<file path="src/rtl/vga_pkg.sv">
// rtl/vga_pkg.sv - shared VGA timing constants, RGB565 colours and phase decode
package vga_pkg;

    localparam int VGA800_H_ACTIVE = 800;
    localparam int VGA800_H_FP     = 40;
    localparam int VGA800_H_SYNC   = 128;
    localparam int VGA800_H_BP     = 88;
    localparam int VGA800_V_ACTIVE = 600;
    localparam int VGA800_V_FP     = 1;
    localparam int VGA800_V_SYNC   = 4;
    localparam int VGA800_V_BP     = 23;
    localparam bit VGA800_SYNC_POL = 1'b1;

    localparam int VGA640_H_ACTIVE = 640;
    localparam int VGA640_H_FP     = 16;
    localparam int VGA640_H_SYNC   = 96;
    localparam int VGA640_H_BP     = 48;
    localparam int VGA640_V_ACTIVE = 480;
    localparam int VGA640_V_FP     = 10;
    localparam int VGA640_V_SYNC   = 2;
    localparam int VGA640_V_BP     = 33;
    localparam bit VGA640_SYNC_POL = 1'b0;

    localparam logic [15:0] RGB565_WHITE   = 16'hFFFF;
    localparam logic [15:0] RGB565_YELLOW  = 16'hFFE0;
    localparam logic [15:0] RGB565_CYAN    = 16'h07FF;
    localparam logic [15:0] RGB565_GREEN   = 16'h07E0;
    localparam logic [15:0] RGB565_MAGENTA = 16'hF81F;
    localparam logic [15:0] RGB565_RED     = 16'hF800;
    localparam logic [15:0] RGB565_BLUE    = 16'h001F;
    localparam logic [15:0] RGB565_BLACK   = 16'h0000;

    typedef enum logic [1:0] {
        PH_ACTIVE,
        PH_FP,
        PH_SYNC,
        PH_BP
    } vga_phase_e;

    function automatic vga_phase_e phase_of(input int pos, input int active,
                                            input int fp, input int sync);
        if (pos < active) begin
            return PH_ACTIVE;
        end else if (pos < active + fp) begin
            return PH_FP;
        end else if (pos < active + fp + sync) begin
            return PH_SYNC;
        end
        return PH_BP;
    endfunction

    function automatic logic [15:0] bar_color(input logic [2:0] idx);
        case (idx)
            3'd0:    return RGB565_WHITE;
            3'd1:    return RGB565_YELLOW;
            3'd2:    return RGB565_CYAN;
            3'd3:    return RGB565_GREEN;
            3'd4:    return RGB565_MAGENTA;
            3'd5:    return RGB565_RED;
            3'd6:    return RGB565_BLUE;
            default: return RGB565_BLACK;
        endcase
    endfunction

endpackage

</file>
<file path="src/rtl/vga_color_bar.sv">
// rtl/vga_color_bar.sv - 8-bar colour pattern source, registered, 1-cycle latency
module vga_color_bar
    import vga_pkg::*;
#(
    parameter int H_ACTIVE = VGA800_H_ACTIVE,
    parameter int RGB_W    = 16
) (
    input  logic                        clk_in,
    input  logic                        rst,
    input  logic                        pix_req,
    input  logic [$clog2(H_ACTIVE)-1:0] pix_x,
    output logic [RGB_W-1:0]            rgb
);

    logic [31:0]      x_ext;
    logic [2:0]       bar_idx;
    logic [RGB_W-1:0] rgb_d;
    logic [RGB_W-1:0] rgb_q;

    always_comb begin
        x_ext   = 32'(pix_x);
        bar_idx = 3'((x_ext * 32'd8) / 32'(H_ACTIVE));
        rgb_d   = pix_req ? RGB_W'(bar_color(bar_idx)) : '0;
    end

    always_ff @(posedge clk_in or posedge rst) begin
        if (rst) begin
            rgb_q <= '0;
        end else begin
            rgb_q <= rgb_d;
        end
    end

    assign rgb = rgb_q;

endmodule

</file>
<file path="src/rtl/vga_sync_module.sv">
// rtl/vga_sync_module.sv - VGA raster timing and aligned pixel output stage
// Optional VGA_SYNC_TEST_PATTERN_EN replaces rgb_in with the internal colour bar.
module vga_sync_module
    import vga_pkg::*;
#(
    parameter int H_ACTIVE = VGA800_H_ACTIVE,
    parameter int H_FP     = VGA800_H_FP,
    parameter int H_SYNC   = VGA800_H_SYNC,
    parameter int H_BP     = VGA800_H_BP,
    parameter int V_ACTIVE = VGA800_V_ACTIVE,
    parameter int V_FP     = VGA800_V_FP,
    parameter int V_SYNC   = VGA800_V_SYNC,
    parameter int V_BP     = VGA800_V_BP,
    parameter bit SYNC_POL = VGA800_SYNC_POL,
    parameter int RGB_W    = 16
) (
    input  logic                        clk_in,
    input  logic                        rst,
    output logic                        pix_req,
    output logic [$clog2(H_ACTIVE)-1:0] pix_x,
    output logic [$clog2(V_ACTIVE)-1:0] pix_y,
    input  logic [RGB_W-1:0]            rgb_in,
    output logic                        hsync,
    output logic                        vsync,
    output logic                        de,
    output logic [RGB_W-1:0]            rgb_out,
    output logic                        frame_start
);

    localparam int H_TOTAL = H_ACTIVE + H_FP + H_SYNC + H_BP;
    localparam int V_TOTAL = V_ACTIVE + V_FP + V_SYNC + V_BP;
    localparam int HW      = $clog2(H_TOTAL);
    localparam int VW      = $clog2(V_TOTAL);
    localparam int XW      = $clog2(H_ACTIVE);
    localparam int YW      = $clog2(V_ACTIVE);

    logic [HW-1:0]    h_d, h_q;
    logic [VW-1:0]    v_d, v_q;
    logic             pix_req_d, pix_req_q;
    logic [XW-1:0]    pix_x_d, pix_x_q;
    logic [YW-1:0]    pix_y_d, pix_y_q;
    logic             hs0_d, hs0_q, vs0_d, vs0_q, fs0_d, fs0_q;
    logic             de1_q, hs1_q, vs1_q, fs1_q;
    logic             hsync_d, hsync_q, vsync_d, vsync_q;
    logic             de_q, frame_start_q;
    logic [RGB_W-1:0] rgb_out_d, rgb_out_q;
    logic [RGB_W-1:0] src_rgb;

`ifdef VGA_SYNC_TEST_PATTERN_EN
    logic unused_rgb_in;
    assign unused_rgb_in = ^rgb_in;

    vga_color_bar #(
        .H_ACTIVE (H_ACTIVE),
        .RGB_W    (RGB_W)
    ) u_color_bar (
        .clk_in  (clk_in),
        .rst     (rst),
        .pix_req (pix_req_q),
        .pix_x   (pix_x_q),
        .rgb     (src_rgb)
    );
`else
    assign src_rgb = rgb_in;
`endif

    // h/v point at the position that the next edge presents on the request port
    always_comb begin
        h_d = h_q;
        v_d = v_q;
        if (h_q == HW'(H_TOTAL - 1)) begin
            h_d = '0;
            if (v_q == VW'(V_TOTAL - 1)) begin
                v_d = '0;
            end else begin
                v_d = v_q + 1'b1;
            end
        end else begin
            h_d = h_q + 1'b1;
        end

        pix_req_d = (h_q < HW'(H_ACTIVE)) && (v_q < VW'(V_ACTIVE));
        pix_x_d   = pix_req_d ? h_q[XW-1:0] : '0;
        pix_y_d   = pix_req_d ? v_q[YW-1:0] : '0;
        hs0_d     = phase_of(int'(h_q), H_ACTIVE, H_FP, H_SYNC) == PH_SYNC;
        vs0_d     = phase_of(int'(v_q), V_ACTIVE, V_FP, V_SYNC) == PH_SYNC;
        fs0_d     = (h_q == '0) && (v_q == '0);

        hsync_d   = hs1_q ? SYNC_POL : !SYNC_POL;
        vsync_d   = vs1_q ? SYNC_POL : !SYNC_POL;
        rgb_out_d = de1_q ? src_rgb : '0;
    end

    always_ff @(posedge clk_in or posedge rst) begin
        if (rst) begin
            h_q           <= '0;
            v_q           <= '0;
            pix_req_q     <= 1'b0;
            pix_x_q       <= '0;
            pix_y_q       <= '0;
            hs0_q         <= 1'b0;
            vs0_q         <= 1'b0;
            fs0_q         <= 1'b0;
            de1_q         <= 1'b0;
            hs1_q         <= 1'b0;
            vs1_q         <= 1'b0;
            fs1_q         <= 1'b0;
            hsync_q       <= !SYNC_POL;
            vsync_q       <= !SYNC_POL;
            de_q          <= 1'b0;
            rgb_out_q     <= '0;
            frame_start_q <= 1'b0;
        end else begin
            h_q           <= h_d;
            v_q           <= v_d;
            pix_req_q     <= pix_req_d;
            pix_x_q       <= pix_x_d;
            pix_y_q       <= pix_y_d;
            hs0_q         <= hs0_d;
            vs0_q         <= vs0_d;
            fs0_q         <= fs0_d;
            de1_q         <= pix_req_q;
            hs1_q         <= hs0_q;
            vs1_q         <= vs0_q;
            fs1_q         <= fs0_q;
            hsync_q       <= hsync_d;
            vsync_q       <= vsync_d;
            de_q          <= de1_q;
            rgb_out_q     <= rgb_out_d;
            frame_start_q <= fs1_q;
        end
    end

    assign pix_req     = pix_req_q;
    assign pix_x       = pix_x_q;
    assign pix_y       = pix_y_q;
    assign hsync       = hsync_q;
    assign vsync       = vsync_q;
    assign de          = de_q;
    assign rgb_out     = rgb_out_q;
    assign frame_start = frame_start_q;

endmodule

</file>
<file path="config.mk">
export PLATFORM = sky130hd
export DESIGN_NAME = vga_sync_module
export DESIGN_NICKNAME = d
export VERILOG_FILES = /design/src/rtl/vga_pkg.sv /design/src/rtl/vga_color_bar.sv /design/src/rtl/vga_sync_module.sv
export SDC_FILE = /design/constraint.sdc
export NUM_CORES = 1
export LEC_CHECK = 0
export ABC_AREA = 0
export ABC_CLOCK_PERIOD_IN_PS = 2400
export CORE_ASPECT_RATIO = 1.75
export CORE_MARGIN = 10
export CORE_UTILIZATION = 49
export CTS_CLUSTER_DIAMETER = 150
export CTS_CLUSTER_SIZE = 20
export DETAILED_ROUTE_END_ITERATION = 10
export PLACE_DENSITY = 0.87
export SETUP_SLACK_MARGIN = 0.4
export SLEW_MARGIN = 20
export SYNTH_ARGS = -nofsm -noshare
export SYNTH_HDL_FRONTEND = slang
export SYNTH_SLANG_ARGS = --single-unit
export TNS_END_PERCENT = 5
</file>
<file path="constraint.sdc">
create_clock -name clk_in -period 2.4 [get_ports clk_in]
set_input_delay 0.36 -clock clk_in [delete_from_list [all_inputs] [get_ports clk_in]]
set_output_delay 0.36 -clock clk_in [all_outputs]
set_load 0.005 [all_outputs]
</file>
# ---- After elaboration in Yosys (flattened, before gate mapping)
# Cells that the tools add are included.
dict set report totals {
  reg_bits 69
  inputBits 18
  out_inout_bits 41
}
dict set report op_classes {
  addsub 2
  mux 21
  reduce_logical 4
  eq_ne 4
  order_cmp 8
}
# cell count
set ops {}
lappend ops {{$lt 11x10->1 const B} 4}
lappend ops {{$lt 10x10->1 const B} 4}
lappend ops {{$mux 10} 3}
lappend ops {{$mux 16} 1}
lappend ops {{$mux 2} 8}
lappend ops {{$add 11x1->11 const B} 1}
lappend ops {{$eq 11x11->1 const B} 1}
lappend ops {{$logic_not 11->1} 1}
lappend ops {{$mux 11} 1}
lappend ops {{$add 10x1->10 const B} 1}
lappend ops {{$eq 10x10->1 const B} 1}
lappend ops {{$logic_not 10->1} 1}
lappend ops {{$mux 1} 8}
lappend ops {{$eq 2x2->1 const B} 2}
lappend ops {{$logic_and 1x1->1} 2}

# ---- Longest topological paths before layout
dict set report logic_depth {
  word_depth 6
  depth_mapped 6
}

# ---- Least setup slack after synthesis
# No wires, ideal clock.
dict set report synth_timing {
  path_kind {reg2reg}
  from {register h_q[0]}
  to {register v_q[3]}
  slack_ps 657
  t_arrival_ps 1663
  t_required_ps 2321
  setup_time_ps 79
  n_path_buf 1
  stages_incl_launch_ff 7
  synth_period_minus_slack_ps 1743
  cell_sequence {dfrtp_1 ha_1 nand3_2 or4b_1 buf_6 nor2_2 mux2i_1}
}
dict set report synth_between {
  elab_chain_cells 1
}
# element line
set synth_rtl {}
lappend synth_rtl {{start, declared} vga_sync_module.sv:37} ;# logic [HW-1:0] h_d, h_q;
lappend synth_rtl {{start signal, assigned} vga_sync_module.sv:96} ;# h_q <= '0;
lappend synth_rtl {{start signal, assigned} vga_sync_module.sv:114} ;# h_q <= h_d;
lappend synth_rtl {{$eq 11x11->1} vga_sync_module.sv:71} ;# if (h_q == HW'(H_TOTAL - 1)) begin
lappend synth_rtl {{end signal, assigned} vga_sync_module.sv:115} ;# v_q <= v_d;
lappend synth_rtl {{end, declared} vga_sync_module.sv:38} ;# logic [VW-1:0] v_d, v_q;
# No other way between the ends.
# A chain may end at the register's enable or synchronous reset.

# ---- Final worst setup path
dict set report layout_timing {
  from {register h_q[7]}
  to {register v_q[3]}
}
# Same word-level chain as after synthesis.

==> metrics.cfg <==
[min_path]
hp-start=fs1_q$_DFF_PP0_
hold_path_class=reg2reg
min_to=frame_start$_DFF_PP0_
holdPathStages=0

[synth]
synthSimpleGateAreaFrac_pct=21.8
yosysMostFrequentCell=dfrtp_1
yosys.area.top_type=dfrtp_1
synth_commonest_cells=dfrtp_1 (69), and2_1 (37), inv_1 (12)
synth_mux_area_share_pct=0.756
synth_cells=219
synth_warnings=0
synth_seq_cells=69
synth_edf_count=0
synth_fp_nets=241
synth_top_family_by_area=simple AND/OR/NAND/NOR gates
yosys.area.top_type_share_pct=65.2
ys_types=36
synth-compound-area-share_pct=3.07
syn_avg_cell_area_um2=12.1
synth_area_um2=2650
synthArstFlopShare_pct=100
synth-adder-area-share_pct=1.89
synth-xor-area-share_pct=3.64
synth_top_flop_cell=dfrtp_1
synth.area.top_cells=dfrtp_1 (65%), and2_1 (8.7%), xor2_1 (2.3%), ha_1 (1.9%), nand4_1 (1.9%)
synth-seq-area-share_pct=65.2

[placement]
dp_slack_ns=0.454
dp_hpwl_mm=3.86
place_inst=325
portBuffers=58
routabilityCongestion=0.853
placed_area_um2=3290

[setup_path]
arrival_ns=2.10
r2r_start=h_q[7]$_DFF_PP0_
cp_max_fo=9
crit_type=reg2reg
end_kind=register
r2r_cells=4
reg2reg_slack_ns=0.56
reg2reg_to=v_q[3]$_DFFE_PP0N_
cp.required_ns=2.66
cp-start-kind=register

[finish]
fill_cells=378
fin_area_um2=3460
stdcell_count=340
fin_util_pct=65.9
area_delta_synth_final_pct=30.8
layout.nets=303
n_antenna_cell=0
drive_gt1_share_pct=8.77

[cts]
cts_sinks=69
numCtsBuffers=9
cts_hold_buf=0
cts_root_buffer=clkbuf_8
cts-htree-levels=3
cts.clk_slew.worst_paths_ns=0.06
cts_buffer_depth=2
clk_latency_ns=0.33
cts_tree=yes

[routing]
drc=0
antenna_left=0
dr.pass1.iters=5
drt_iter0_markers=156
wirelength_mm=5.14
vias=1754
wl_per_cell_um=15.1
viasPerCell=5.16

[run_status]
outcome=finished, final reports clean

[power]
irDropWorstVdd_v=0.000311
leakagePower_nw=1.55
p_per_area_nw_per_um2=592
p_total_mw=2.05

[floorplan]
die_h_um=117
ios=59
start_util_pct=50.4
dieArea_um2=8860
rows=35
die_x_um=75.6
core_um2=5260

[global_routing]
grt_start_max_net_pins=70
groute.usage.overall_pct=12.4
grt_pass1_wl_mm=8.31
antenna_found_initial=0
grt_overflow=0
grt_pass1_vias=1685

[sta]
post-route-min-period_ns=1.84
slew_viol_final=0
hold_ws_ns=0.349
maxSlewHeadroom_pct=70.0
fin_ws_ns=0.558
max_clock_freq_ghz=0.543
fin_setup_tns_ns=0
fin_worst_skew_ns=0.00558
hold_violations=0
grt_setup_unrepaired=no
period_share_pct=76.8
setup_viol=0
worst_slew_pin_slew_ns=0.448

[flow_run]
cap_violations=0

-- critical path, cell delays in order, from the launching register on --
cell     delay [ns]
dfrtp_1        0.46
nor4_2         0.38
or4b_4         0.59
nor2_2         0.15
mux2i_1        0.18
-- cell type report --
type	instances	area, um2	share of cell area, %
multi-input combinational	127	830	24.0
timing repair buffer	62	623	18.0
sequential	69	1730	49.9
clock buffer	11	141	4.08
inverter	12	48.8	1.41
tap	55	68.8	1.99
clock inverter	4	25.0	0.723
-- cell families (layout without fill, tap and decap cells) --
group                      count (synthesis)  in the layout
and+or+nand+nor                           95             95
xor gates and xnor gates                  11             11
buffers and inverters                     23             89
muxes                                      2              2
adders and majority gates                  4              4
DFF                                       69             69
AOI/OAI and AO/OA                         15             15
-- cells in the final DEF (no fill, tap or decap), types with 2 or more instances in the layout --
cell / n
dfrtp_1: 69
clkdlybuf4s50_1: 58
and2_1: 37
inv_1: 11
nand2_1: 10
clkbuf_8: 10
nand3_1: 9
nand4_1: 8
nor2_1: 8
xor2_1: 7
o21ai_1: 6
a21oi_1: 5
xnor2_1: 4
ha_1: 4
nor3_1: 3
clkinvlp_4: 3
buf_4: 3
and4_1: 2
nand4b_1: 2
nor4_1: 2
or3_1: 2
mux2i_1: 2
and3_1: 2
clkinv_2: 2
-- per-layer routing --
| metal | share of wire (%) | vias up | routed length, um | global-route usage, % |
|---|---|---|---|---|
| li1 | - | 851 | - | - |
| met1 | 38 | 843 | 1940 | 13.5 |
| met2 | 54 | 52 | 2750 | 20.9 |
| met4 | 2.1 | 0 | 106 | 6.85 |
| met5 | 0 | - | 0 | 0 |
| met3 | 6.7 | 8 | 346 | 3.38 |
-- how the worst max path moves through the flow --
stage / startpoint / end / slack [ns] / cells after the start
3_3_place_gp: h_q[0]$_DFF_PP0_ / v_q[3]$_DFFE_PP0N_ / 0.51 / 5
2_1_floorplan: h_q[0]$_DFF_PP0_ / v_q[3]$_DFFE_PP0N_ / 0.66 / 6
6_report: h_q[7]$_DFF_PP0_ / v_q[3]$_DFFE_PP0N_ / 0.56 / 4
4_1_cts: h_q[7]$_DFF_PP0_ / v_q[3]$_DFFE_PP0N_ / 0.44 / 4
5_1_grt: h_q[0]$_DFF_PP0_ / v_q[3]$_DFFE_PP0N_ / 0.48 / 5
3_5_place_dp: h_q[0]$_DFF_PP0_ / v_q[3]$_DFFE_PP0N_ / 0.45 / 5
-- where the power goes --
part           switching [mW]  internal [mW]  leakage (nW)
clock                   0.385          0.393        0.0812
combinational          0.0350         0.0569         0.582
sequential            0.00314           1.18         0.887
-- repair_timing --
action | CTS | global route
buffers inserted | 0 | 0
hold endpoints to repair | 0 | 0
resized for setup | 0 | 1
endpoints found under the setup margin | 0 | 2
-- state kept, by name (all words and copies together) (netlist names) --
| name | flops |
|---|---|
| v_q | 10 |
| fs0_q | 1 |
| hs1_q | 1 |
| pix_x | 10 |
| hs0_q | 1 |
| vs1_q | 1 |
| de | 1 |
| pix_req | 1 |
| vsync | 1 |
| frame_start | 1 |
| rgb_out | 16 |
| vs0_q | 1 |
| pix_y | 10 |
| fs1_q | 1 |
| h_q | 11 |
| hsync | 1 |
| de1_q | 1 |
(Power assumes the default switching activity.)
